## src/rtl/fifo_wr_arbiter.sv

```systemverilog
// Round-robin packet arbiter sharing the single FIFO write port between NUM_REQ producers.
// Optional macro FIFO_ARB_PKT_RESERVE_EN: only grant when a full MAX_PKT_LEN packet fits.
module fifo_wr_arbiter #(
  parameter int unsigned NUM_REQ     = 4,
  parameter int unsigned DATA_WIDTH  = 8,
  parameter int unsigned ADDR_WIDTH  = 24,
  parameter int unsigned MAX_PKT_LEN = 64
) (
  input  logic                          clk,
  input  logic                          rst,
  input  logic [NUM_REQ-1:0]            req_valid,
  input  logic [NUM_REQ-1:0]            req_last,
  input  logic [NUM_REQ*DATA_WIDTH-1:0] req_data,
  output logic [NUM_REQ-1:0]            req_ready,
  input  logic [ADDR_WIDTH:0]           fifo_occupants,
  output logic                          fifo_we,
  output logic [DATA_WIDTH-1:0]         fifo_data_in,
  output logic [NUM_REQ-1:0]            grant,
  output logic                          busy,
  output logic                          err_overlen
);

  localparam int unsigned PTR_W = $clog2(NUM_REQ);
  localparam int unsigned OCC_W = ADDR_WIDTH + 1;
  localparam int unsigned CNT_W = 16;
  localparam logic [OCC_W-1:0] FIFO_LIMIT = OCC_W'((64'd1 << ADDR_WIDTH) - 64'd1);
  localparam logic [CNT_W-1:0] LAST_BEAT  = CNT_W'(MAX_PKT_LEN - 1);

  typedef enum logic {IDLE, BURST} state_t;

  state_t             state, next_state;
  logic [PTR_W-1:0]   owner, next_owner;
  logic [PTR_W-1:0]   last_ptr, next_last_ptr;
  logic [CNT_W-1:0]   beat_cnt, next_beat_cnt;
  logic [NUM_REQ-1:0] next_grant;
  logic               next_err;
  logic               space;
  logic               admit;
  logic               pick_found;
  logic [PTR_W-1:0]   pick;
  logic [PTR_W-1:0]   cand;

  assign space = (fifo_occupants < FIFO_LIMIT);

`ifdef FIFO_ARB_PKT_RESERVE_EN
  localparam int unsigned CMP_W = (OCC_W > 17) ? OCC_W : 17;
  // Headroom check; the range guard keeps the subtraction from wrapping.
  assign admit = (fifo_occupants <= FIFO_LIMIT) &&
                 ((CMP_W'(FIFO_LIMIT) - CMP_W'(fifo_occupants)) >= CMP_W'(MAX_PKT_LEN));
`else
  assign admit = 1'b1;
`endif

  // Round-robin search starting one past the previous owner.
  always_comb begin
    pick_found = 1'b0;
    pick       = '0;
    cand       = '0;
    for (int unsigned k = 1; k <= NUM_REQ; k++) begin
      cand = PTR_W'((32'(last_ptr) + k) % NUM_REQ);
      if (!pick_found && req_valid[cand]) begin
        pick_found = 1'b1;
        pick       = cand;
      end
    end
  end

  always_comb begin
    fifo_data_in = '0;
    for (int unsigned i = 0; i < NUM_REQ; i++) begin
      if (owner == PTR_W'(i)) fifo_data_in = req_data[i*DATA_WIDTH +: DATA_WIDTH];
    end
  end

  // Next-state and combinational write-port outputs.
  always_comb begin
    next_state    = state;
    next_grant    = grant;
    next_owner    = owner;
    next_last_ptr = last_ptr;
    next_beat_cnt = beat_cnt;
    next_err      = 1'b0;
    req_ready     = '0;
    fifo_we       = 1'b0;
    case (state)
      IDLE: begin
        if (pick_found && admit) begin
          next_state = BURST;
          next_owner = pick;
          next_grant = NUM_REQ'(1) << pick;
        end
      end
      BURST: begin
        req_ready[owner] = space & ~rst;
        fifo_we          = req_valid[owner] & space & ~rst;
        if (fifo_we) begin
          if (req_last[owner] || (beat_cnt == LAST_BEAT)) begin
            next_state    = IDLE;
            next_grant    = '0;
            next_last_ptr = owner;
            next_beat_cnt = '0;
            next_err      = ~req_last[owner];
          end else begin
            next_beat_cnt = beat_cnt + CNT_W'(1);
          end
        end
      end
      default: next_state = IDLE;
    endcase
  end

  always_ff @(posedge clk) begin
    if (rst) begin
      state       <= IDLE;
      owner       <= '0;
      last_ptr    <= PTR_W'(NUM_REQ - 1);
      beat_cnt    <= '0;
      grant       <= '0;
      busy        <= 1'b0;
      err_overlen <= 1'b0;
    end else begin
      state       <= next_state;
      owner       <= next_owner;
      last_ptr    <= next_last_ptr;
      beat_cnt    <= next_beat_cnt;
      grant       <= next_grant;
      busy        <= (next_state == BURST);
      err_overlen <= next_err;
    end
  end

endmodule

```

## config.mk

```make
export PLATFORM = sky130hd
export DESIGN_NAME = fifo_wr_arbiter
export DESIGN_NICKNAME = d
export VERILOG_FILES = /design/src/rtl/fifo_wr_arbiter.sv
export SDC_FILE = /design/constraint.sdc
export NUM_CORES = 1
export LEC_CHECK = 0
export CORE_ASPECT_RATIO = 1.75
export CORE_UTILIZATION = 43
export CTS_CLUSTER_DIAMETER = 50
export DETAILED_ROUTE_END_ITERATION = 7
export GPL_ROUTABILITY_DRIVEN = 0
export PLACE_DENSITY = 0.87
export SYNTH_ARGS = -nofsm -noshare
export SYNTH_HDL_FRONTEND = slang
export SYNTH_SLANG_ARGS = --single-unit
```

## constraint.sdc

```tcl
create_clock -name clk -period 2.58 [get_ports clk]
set_clock_uncertainty 0.05 [all_clocks]
set_input_delay 0.387 -clock clk [delete_from_list [all_inputs] [get_ports clk]]
set_output_delay 0.387 -clock clk [all_outputs]
set_load 0.02 [all_outputs]
```

After elaboration in Yosys (flattened, before gate mapping)
Cells that the tools add are included.
{"block": "totals", "ff_bits": 26, "latchBits": 0, "ram_bits": 0, "romBits": 0, "out_inout_bits": 19, "elab_cells": 86, "memories": 0}
{"block": "classes", "add_sub_neg": 5, "n_mul": 0, "div_mod_pow": 0, "order_cmp": 7, "n_eq_ne": 7, "shifts": 1, "mux": 37, "n_bitwise": 9, "reduce_logical": 14}
{"op": "two-way mux 8 bit", "n": 4}
{"op": "less-than comparator 25 x 24 -> 1 bit (second input constant)", "n": 1}
{"op": "adder 16 x 1 -> 16 bit (second input constant)", "n": 1}
{"op": "equality test 16 x 6 -> 1 bit (second input constant)", "n": 1}
{"op": "two-way mux 16 bit", "n": 1}
{"op": "two-way mux 4 bit", "n": 4}
{"op": "less-than comparator 2 x 3 -> 1 bit (second input constant)", "n": 5}
{"op": "two-way mux 1 bit", "n": 15}
{"op": "binary-select mux 1 bit (select 2 bit)", "n": 6}
{"op": "two-way mux 2 bit", "n": 4}
{"op": "one-hot mux 4 bit (2 select lines)", "n": 1}
{"op": "AND reduction 3 bit", "n": 2}
{"op": "inverter 1 bit", "n": 5}
{"op": "adder 2 x 1 -> 2 bit (second input constant)", "n": 2}
{"op": "adder 2 bit (second input constant)", "n": 2}
{"op": "bitwise AND 4 bit", "n": 1}
{"op": "equality test 2 bit (second input constant)", "n": 2}
{"op": "logical AND 1 bit", "n": 4}
{"op": "!= test 2 x 1 -> 1 bit (second input constant)", "n": 2}
{"op": "AND reduction 2 bit", "n": 2}
{"op": "OR reduction 4 bit", "n": 1}
{"op": "<< shifter 1 x 2 -> 4 bit (first input constant)", "n": 1}
{"op": "bitwise AND 1 bit", "n": 3}
{"op": "zero test 1 bit", "n": 3}
{"op": "other kinds (7)", "n": 7}

Depth between registers and ports, before layout
Gate-level depths: netlist of run 1.
{"block": "depth", "depth_word": 16, "depth_mapped": 7}

Worst setup path before layout of run 1
Ideal clock, no wire load.
{"block": "synth_timing", "path_kind": "register -> output", "start": "register owner[0]", "end": "output req_ready[1]", "arrival_time_ps": 1512, "path_slack_ps": 631, "path_stages_with_launch": 4, "path_buffers": 1, "path_cell_list": "dfxtp_1 -> buf_1 -> inv_1 -> nor3_1"}
{"block": "synth_via", "elab_chain_cells": 6, "elab_cells_between_ends": 7, "classes_between": "order compare (2); mux (3); bitwise (1); reduce/logical (1)"}
{"item": "start, declared", "line": "32", "text": "logic [PTR_W-1:0] owner, next_owner;"}
{"item": "start signal, assigned", "line": "123", "text": "owner <= next_owner;"}
{"item": "less-than comparator 2 x 3 -> 1 bit (implied by the code) or >= comparator 2 x 1 -> 1 bit (tied branches)", "line": "94", "text": "req_ready[owner] = space & ~rst;"}
{"item": "logical AND 1 bit (implied by the code)", "line": "94"}
{"item": "two-way mux 1 bit (implied by the code)", "line": "94"}
{"item": "demux 1 bit (select 2 bit) *", "line": "94"}
{"item": "bitwise AND 4 bit (no source line) *"}
{"item": "two-way mux 4 bit *", "line": "85", "text": "case (state)"}
{"item": "end, declared", "line": "14", "text": "output logic [NUM_REQ-1:0] req_ready,"}
Mark *: on every way between the ends. The rest lies on a longest branch, timed or not.

Worst setup path after layout of run 1
{"block": "layout_timing", "start": "input fifo_occupants[3]", "end": "output req_ready[0]"}
{"block": "layout_via", "elab_chain_cells": 4}
{"item": "start, declared", "line": "15", "text": "input logic [ADDR_WIDTH:0] fifo_occupants,"}
{"item": "less-than comparator 25 x 24 -> 1 bit", "line": "43", "text": "assign space = (fifo_occupants < FIFO_LIMIT);"}
{"item": "bitwise AND 1 bit", "line": "94"}
{"item": "bitwise AND 4 bit (no source line)"}
{"item": "two-way mux 4 bit", "line": "85"}
Every way passes these cells.

==> results of run 1 <==
-- worst max-delay path: cells and delay by family --
kind	cells	cell delay, ns
buffers and inverters	3	0.94
AND/OR/NAND/NOR	5	0.67
-- synth_stat cells, types with 2 or more instances --
cell type,number
or3_1,4
a211oi_1,5
a21oi_1,11
a2111oi_2,3
or2_2,3
mux4_2,9
nand4_1,10
xnor2_1,9
nor2_1,19
o32ai_1,2
nor3_1,5
nor4_1,5
nand3_1,7
nand2_1,13
clkbuf_1,4
dfxtp_1,26
mux2i_1,4
o21ai_0,7
nand2b_1,2
a211o_1,2
inv_1,8
and3_1,5
-- final timing paths --
kind | start | slack (ns) | endpoint | cells past startpoint
worst max-delay path | fifo_occupants[3] | 0.13 | req_ready[0] | 8
worst min-delay path | grant[2] | 0.42 | grant[2] | 2
worst max register to register | owner[0] | 0.54 | beat_cnt[11] | 6
worst min register to register | grant[2] | 0.42 | grant[2] | 2
-- layer usage --
layer / vias to the layer above / share of wire
met5: - / 0
met4: 0 / 0.040
met3: 22 / 0.055
met2: 105 / 0.58
met1: 886 / 0.33
li1: 887 / -
-- logic make-up after synthesis --
kind of cell,after synthesis,synth area share
mux,14,0.165
compound gates,35,0.162
simple gates,80,0.256
xor+xnor,10,0.0536
fa+ha+maj,1,0.00765
flops,26,0.318
buf+inv,15,0.0375
-- sequential cells by signal, summed over array words and instances (netlist names) --
register,cells
last_ptr,2
beat_cnt,16
state,1
owner,2
grant,4
err_overlen,1
-- report_power, final --
part / leakage (nW) / internal [mW] / switching (mW) / total (mW)
registers: 0.211 / 0.412 / 0.0131 / 0.425
clock network: 0.0357 / 0.208 / 0.142 / 0.350
logic: 0.780 / 0.198 / 0.124 / 0.322
total: 1.03 / 0.817 / 0.279 / 1.10
-- layout make-up --
type,instances,area [µm²]
sequential,26,522
clock inverter,1,30.0
multi-input combinational,140,1070
fill,254,871
clock buffer,3,41.3
tap,46,57.6
timing repair buffer,105,1010
inverter,8,30.0
-- cells in the final DEF, fill, tap and decap left out, drive strengths merged, types with 4 or more instances in the layout --
master	n
clkdlybuf4s50	80
a21oi	11
mux4	10
mux2i	4
or3	4
nand4	10
and3	5
nand2	14
nor2	19
xnor2	9
dlygate4sd2	4
dfxtp	26
a211oi	5
nor4	5
buf	20
inv	8
nand3	7
nor3	5
o21ai	8
-- timing repair --
action	in CTS	in global routing
endpoints found under the hold margin	0	0
resized for setup	5	2
endpoints found under the setup margin	5	1
gates cloned	0	0
-- through the flow --
| step | hold WS [ns] | area, µm² | setup TNS, ns |
|---|---|---|---|
| global placement | 0.403 | 2680 | -0.217 |
| floorplan | 0.408 | 1640 | 0 |
| finish | 0.423 | 2760 | 0 |
| global route | 0.449 | 2760 | 0 |
| detailed placement | 0.413 | 2680 | -0.256 |
| CTS | 0.428 | 2750 | 0 |
==> results.md, run 1 <==
* Die area at 0.00406 mm²
* DIE HEIGHT at around 84 µm
* Initial antenna violation count at 0
* Fin util at 0.760
* DR vias/cell at between 5 and 6
* GRT Util Overall at 0.267
* DRC at 0
* Worst-path clk slew at 0.10 ns
* Max-slew violations at 0
* P&R area growth vs syn at 68.6%
* Seq/Total Area, Yosys at 0.318
* Fin crit period at 2.45 ns
* Maximum vdd drop at 0.335 mV
* # rows at 29
* # diodes at 0
* Ys flop type: dfxtp_1
* Max Freq at 408 MHz
* Post-synth EDFFs at 0
* CTS Hold Bufs at 0
* CTS buffer count at 3
* CTS tree: built
* Htree depth at 1
* Leakage at 1.03 nW
* Core area at 0.00363 mm²
* Top cells by area, synth: dfxtp_1 (32%), mux4_2 (12%), xnor2_1 (4.8%)
* Number of port buffers at 85
* PwrDens at 397 mW/mm²
* Ys async rst share at 0
* DR iter-0 viols at 60
* Layout net count at roughly 350
* Final worst slack at 0.129 ns
* RSZ-0062 raised after global routing: false
* CP Launch Type: primary input
* Crit path required time at approximately 2.1 ns
* Vias in the first global route at 1917
* Met2 Track Usage GR at 0.548
* Gr ovfl total at 0
* Max capacitance violation total at 0
* Tightest Pin Transition at 0.621 ns
* Synth warnings at 0
* Pin count of the biggest net entering global routing at 18
* DIE WIDTH at a little under 50 µm
* WL final at between 5000 and 6000 µm
* Critical Path Most Common Cell: nand2_1
* First-pass GRT wire length at roughly 8400 µm
* Vias at 1900
* Synth unique cells at 40
* Drt wl/cell at 16.4 µm
* Arrival time at the worst endpoint at 2.01 ns
* Setup WS pre-CTS at -0.0844 ns
* Critical path's slowest cell: clkdlybuf4s50_1
* Layout cell share with drive strength beyond 1 at 0.170
* Final Setup Violations at 0
* Post-synth net total at 249
* Synth top area share at 0.318
* Critical Path, Cell by Cell: clkdlybuf4s50_1 -> nand4_1 -> nor4_2 -> buf_4 -> nand2_1 -> nand2_1 -> nor3_1 -> dlygate4sd2_1
* Worst Path Max Fanout at 4
* Grt met1 use at 0.234
* Avg Cell Area, Syn at ~9.0 µm²
* Cells after Synth at around 180
* Synthesized area at 0.00164 mm²
* Pre-antenna DRT Iters at 4
* Worst Setup End Kind: output pin
* Post-Layout Cell Count at between 300 and 400
* Clock Latency Late Sink at 0.28 ns
* Setup Buffers After CTS at 0
* Max-slew headroom at 0.582
* Bufs on Longest Clock Path at 2
* Outcome: completed
* Largest area contributor in the netlist: dfxtp_1
* Global route hottest layer: met2
* Met3 global-route usage at 0.0328
* Total power draw at about 1.1 mW
* Hold Path Class: flip-flop to flip-flop
* CP peak stage delay at 0.45 ns
* Initial Util at 0.451
* CP Class: primary input to output pin
* Placed cells at 325
* Root buffer cell: clkbuf_8
* Clock sink total at 26
* # IOs at 86
* Final hold vios at 0
* DPL Wire Length at 4310 µm
* #FFs+latches synth at 26
* Final ANT Viol Nets at 0
* Final worst-path cycle share at 0.950
No activity file was read; power rests on OpenSTA's default activity.
==> run 2: changes to the inputs <==
--- a/config.mk
+++ b/config.mk
@@ -10,6 +10,7 @@
 export CTS_CLUSTER_DIAMETER = 50
 export DETAILED_ROUTE_END_ITERATION = 7
 export GPL_ROUTABILITY_DRIVEN = 0
+export HOLD_SLACK_MARGIN = 0.06
 export PLACE_DENSITY = 0.87
 export SYNTH_ARGS = -nofsm -noshare
 export SYNTH_HDL_FRONTEND = slang
==> constraint.sdc (replaced) <==
create_clock -name clk -period 2.58 [get_ports clk]
set_clock_uncertainty 0.05 [all_clocks]
set_input_delay 0.387 -clock clk [delete_from_list [all_inputs] [get_ports clk]]
set_output_delay 0.387 -clock clk [all_outputs]
set_load 0.05 [all_outputs]
==> run 2 against run 1 <==
Compared with the run above:
- core utilization down 2.5 points
- total power up 2.6%
- register-to-register slack better by 0.14 ns
- combinational power up 12%
- clock-buffer cell count unchanged
- sequential cell count unchanged
- fmax down 1.2%
- first-iteration DRC count down 30%
- hold slack worse by 0.0079 ns
- routed wire length down 6.6%
- critical endpoint is now fifo_we
- via count down 4.2%
- global-route usage down 0.69 points
==> results.md, run 2 (synthesis gave the netlist of run 1 again) <==
* Outcome: completed
* Initial Util at 0.451 (unchanged)
* DPL Wire Length at 4250 µm (-1.3%)
* RSZ-0062 raised after global routing: false
* Clock sink total at 26 (unchanged)
* CP peak stage delay at 0.55 ns (+0.10 ns)
* Final worst-path cycle share at 0.961 (+0.0111)
* Core area at 0.00363 mm² (unchanged)
* Worst-path clk slew at 0.09 ns (about the same)
* Crit path required time at 2.14 ns (about the same)
* Final worst slack at 0.101 ns (-0.0286 ns)
* DIE WIDTH at 48.6 µm (unchanged)
* Biggest regs: beat_cnt (16), grant (4)
* First-pass GRT wire length at 8150 µm (-2.8%)
* CP Launch Type: primary input
* Die area at 0.00406 mm² (unchanged)
* Total power draw at 1.12 mW (+2.6%)
* CTS tree: built
* Worst Setup End Kind: output pin
* Reg with most FFs: beat_cnt
* Final ANT Viol Nets at 0 (unchanged)
* WL final at 5040 µm (-6.6%)
* # rows at 29 (unchanged)
* Number of port buffers at 85 (unchanged)
* Htree depth at 1 (unchanged)
* P&R area growth vs syn at 63.1%
* Leakage at 0.968 nW (-5.7%)
* Initial antenna violation count at 0 (unchanged)
* Arrival time at the worst endpoint at 2.04 ns (+0.03 ns)
* Bufs on Longest Clock Path at 2 (unchanged)
* Pin count of the biggest net entering global routing at 16 (-2)
* Hold slack at 0.415 ns (-0.00788 ns)
* DIE HEIGHT at 83.6 µm (unchanged)
* GRT Util Overall at 0.261 (-0.00688)
* Placed cells at 316 (-2.8%)
* Clock Latency Late Sink at 0.27 ns (about the same)
* Root buffer cell: clkbuf_8
* Layout fillers at 267 (+5.1%)
* Most common cell after layout, fill and taps aside: clkdlybuf4s50_1
* Most frequent cells in the layout: clkdlybuf4s50_1 (72), dfxtp_1 (26), buf_4 (25)
* Max-slew headroom at 0.607 (+0.0246)
* CTS buffer count at 3 (unchanged)
* Drt wl/cell at 15.6 µm (-4.6%)
* Hold Path Class: flip-flop to flip-flop
* # diodes at 0 (unchanged)
* PwrDens at 421 mW/mm² (+6.0%)
* Layout cell share with drive strength beyond 1 at 0.192 (+0.0224)
* Resized cells post-CTS at 0 (-5)
* CP Class: primary input to output pin
* Max reg flops at 16 (unchanged)
* Fin util at 0.735 (-0.0248)
* Critical path's slowest cell: mux4_2
* Max capacitance violation total at 0 (unchanged)
* Post-Layout Cell Count at 322 (-2.1%)
* Pre-antenna DRT Iters at 4 (unchanged)
* Buffers and inverters on the worst path at 3 (unchanged)
* Final Setup Violations at 0 (unchanged)
* Setup Buffers After CTS at 0 (unchanged)
* Cell area after layout at 0.00267 mm² (-3.3%)
* Dpl cell area at 0.00258 mm² (-3.7%)
* Worst Path Max Fanout at 6 (+2)
* Tightest Pin Transition at 0.584 ns (-0.0370 ns)
* Critical Path, Cell by Cell: clkdlybuf4s50_1 -> mux4_2 -> nand2_2 -> a21o_4 -> inv_1 -> buf_12
* Gr ovfl total at 0 (unchanged)
* DR iter-0 viols at 42 (-30%)
* Setup TNS Final at 0 ns (unchanged)
* Max-slew violations at 0 (unchanged)
* CP top delay family: buffers and inverters
* CTS Hold Bufs at 0 (unchanged)
* Vias in the first global route at 1942 (+1.3%)
* DR vias/cell at 5.65 (-2.1%)
* Layout net count at 345 (-2.0%)
* DRC at 0 (unchanged)
* Maximum vdd drop at 0.287 mV (-14%)
* Setup WS pre-CTS at 0.0974 ns (+0.182 ns)
* Vias at 1820 (-4.2%)
* Max Freq at 403 MHz (-1.2%)
* # IOs at 86 (unchanged)
* Final hold vios at 0 (unchanged)
* Fin crit period at 2.48 ns (+0.0286 ns)
==> run 2: changes by cell type in the layout (fill, tap and decap cells not counted), sizes merged <==
cell / before / now
buf: 20 / 26
clkdlybuf4s50: 80 / 72
dlygate4sd2: 4 / 0
dlymetal6s2s: 1 / 0
==> run 2: power breakdown <==
group | internal [mW] | switching [mW]
logic | 0.187 | 0.175
registers | 0.411 | 0.0102
clock network | 0.208 | 0.133
==> run 2: worst min-delay path: cells and delay by family, from the launching register on <==
kind | cells | cell delay (ns)
flops | 1 | 0.32
compound gates | 1 | 0.06
simple gates | 1 | 0.05
==> run 2: metal layers <==
| layer | up-vias | part of all wire | routed length (µm) | track usage |
|---|---|---|---|---|
| li1 | 870 | - | - | - |
| met1 | 829 | 0.31 | 1550 | 0.220 |
| met2 | 97 | 0.57 | 2880 | 0.515 |
| met3 | 24 | 0.056 | 281 | 0.0346 |
| met4 | 0 | 0.066 | 334 | 0.198 |
| met5 | - | 0 | 0 | 0 |
==> run 2: path summary, 6_finish.rpt <==
path	startpoint	endpoint	slack [ns]	cells after the start
max	req_valid[3]	fifo_we	0.10	6
min	grant[0]	grant[0]	0.41	2
max reg2reg	beat_cnt[3]	last_ptr[1]	0.68	5
min reg2reg	grant[0]	grant[0]	0.41	2
==> run 2: area by class of cell <==
class                           count  area [µm²]  area share
Clock buffer                        3        41.3      0.0155
Sequential cell                    26         520       0.195
Tap cell                           46        57.6      0.0216
Timing Repair Buffer               98         928       0.348
Multi-Input combinational cell    140        1060       0.397
Inverter                            8        30.0      0.0113
Clock inverter                      1        30.0      0.0113
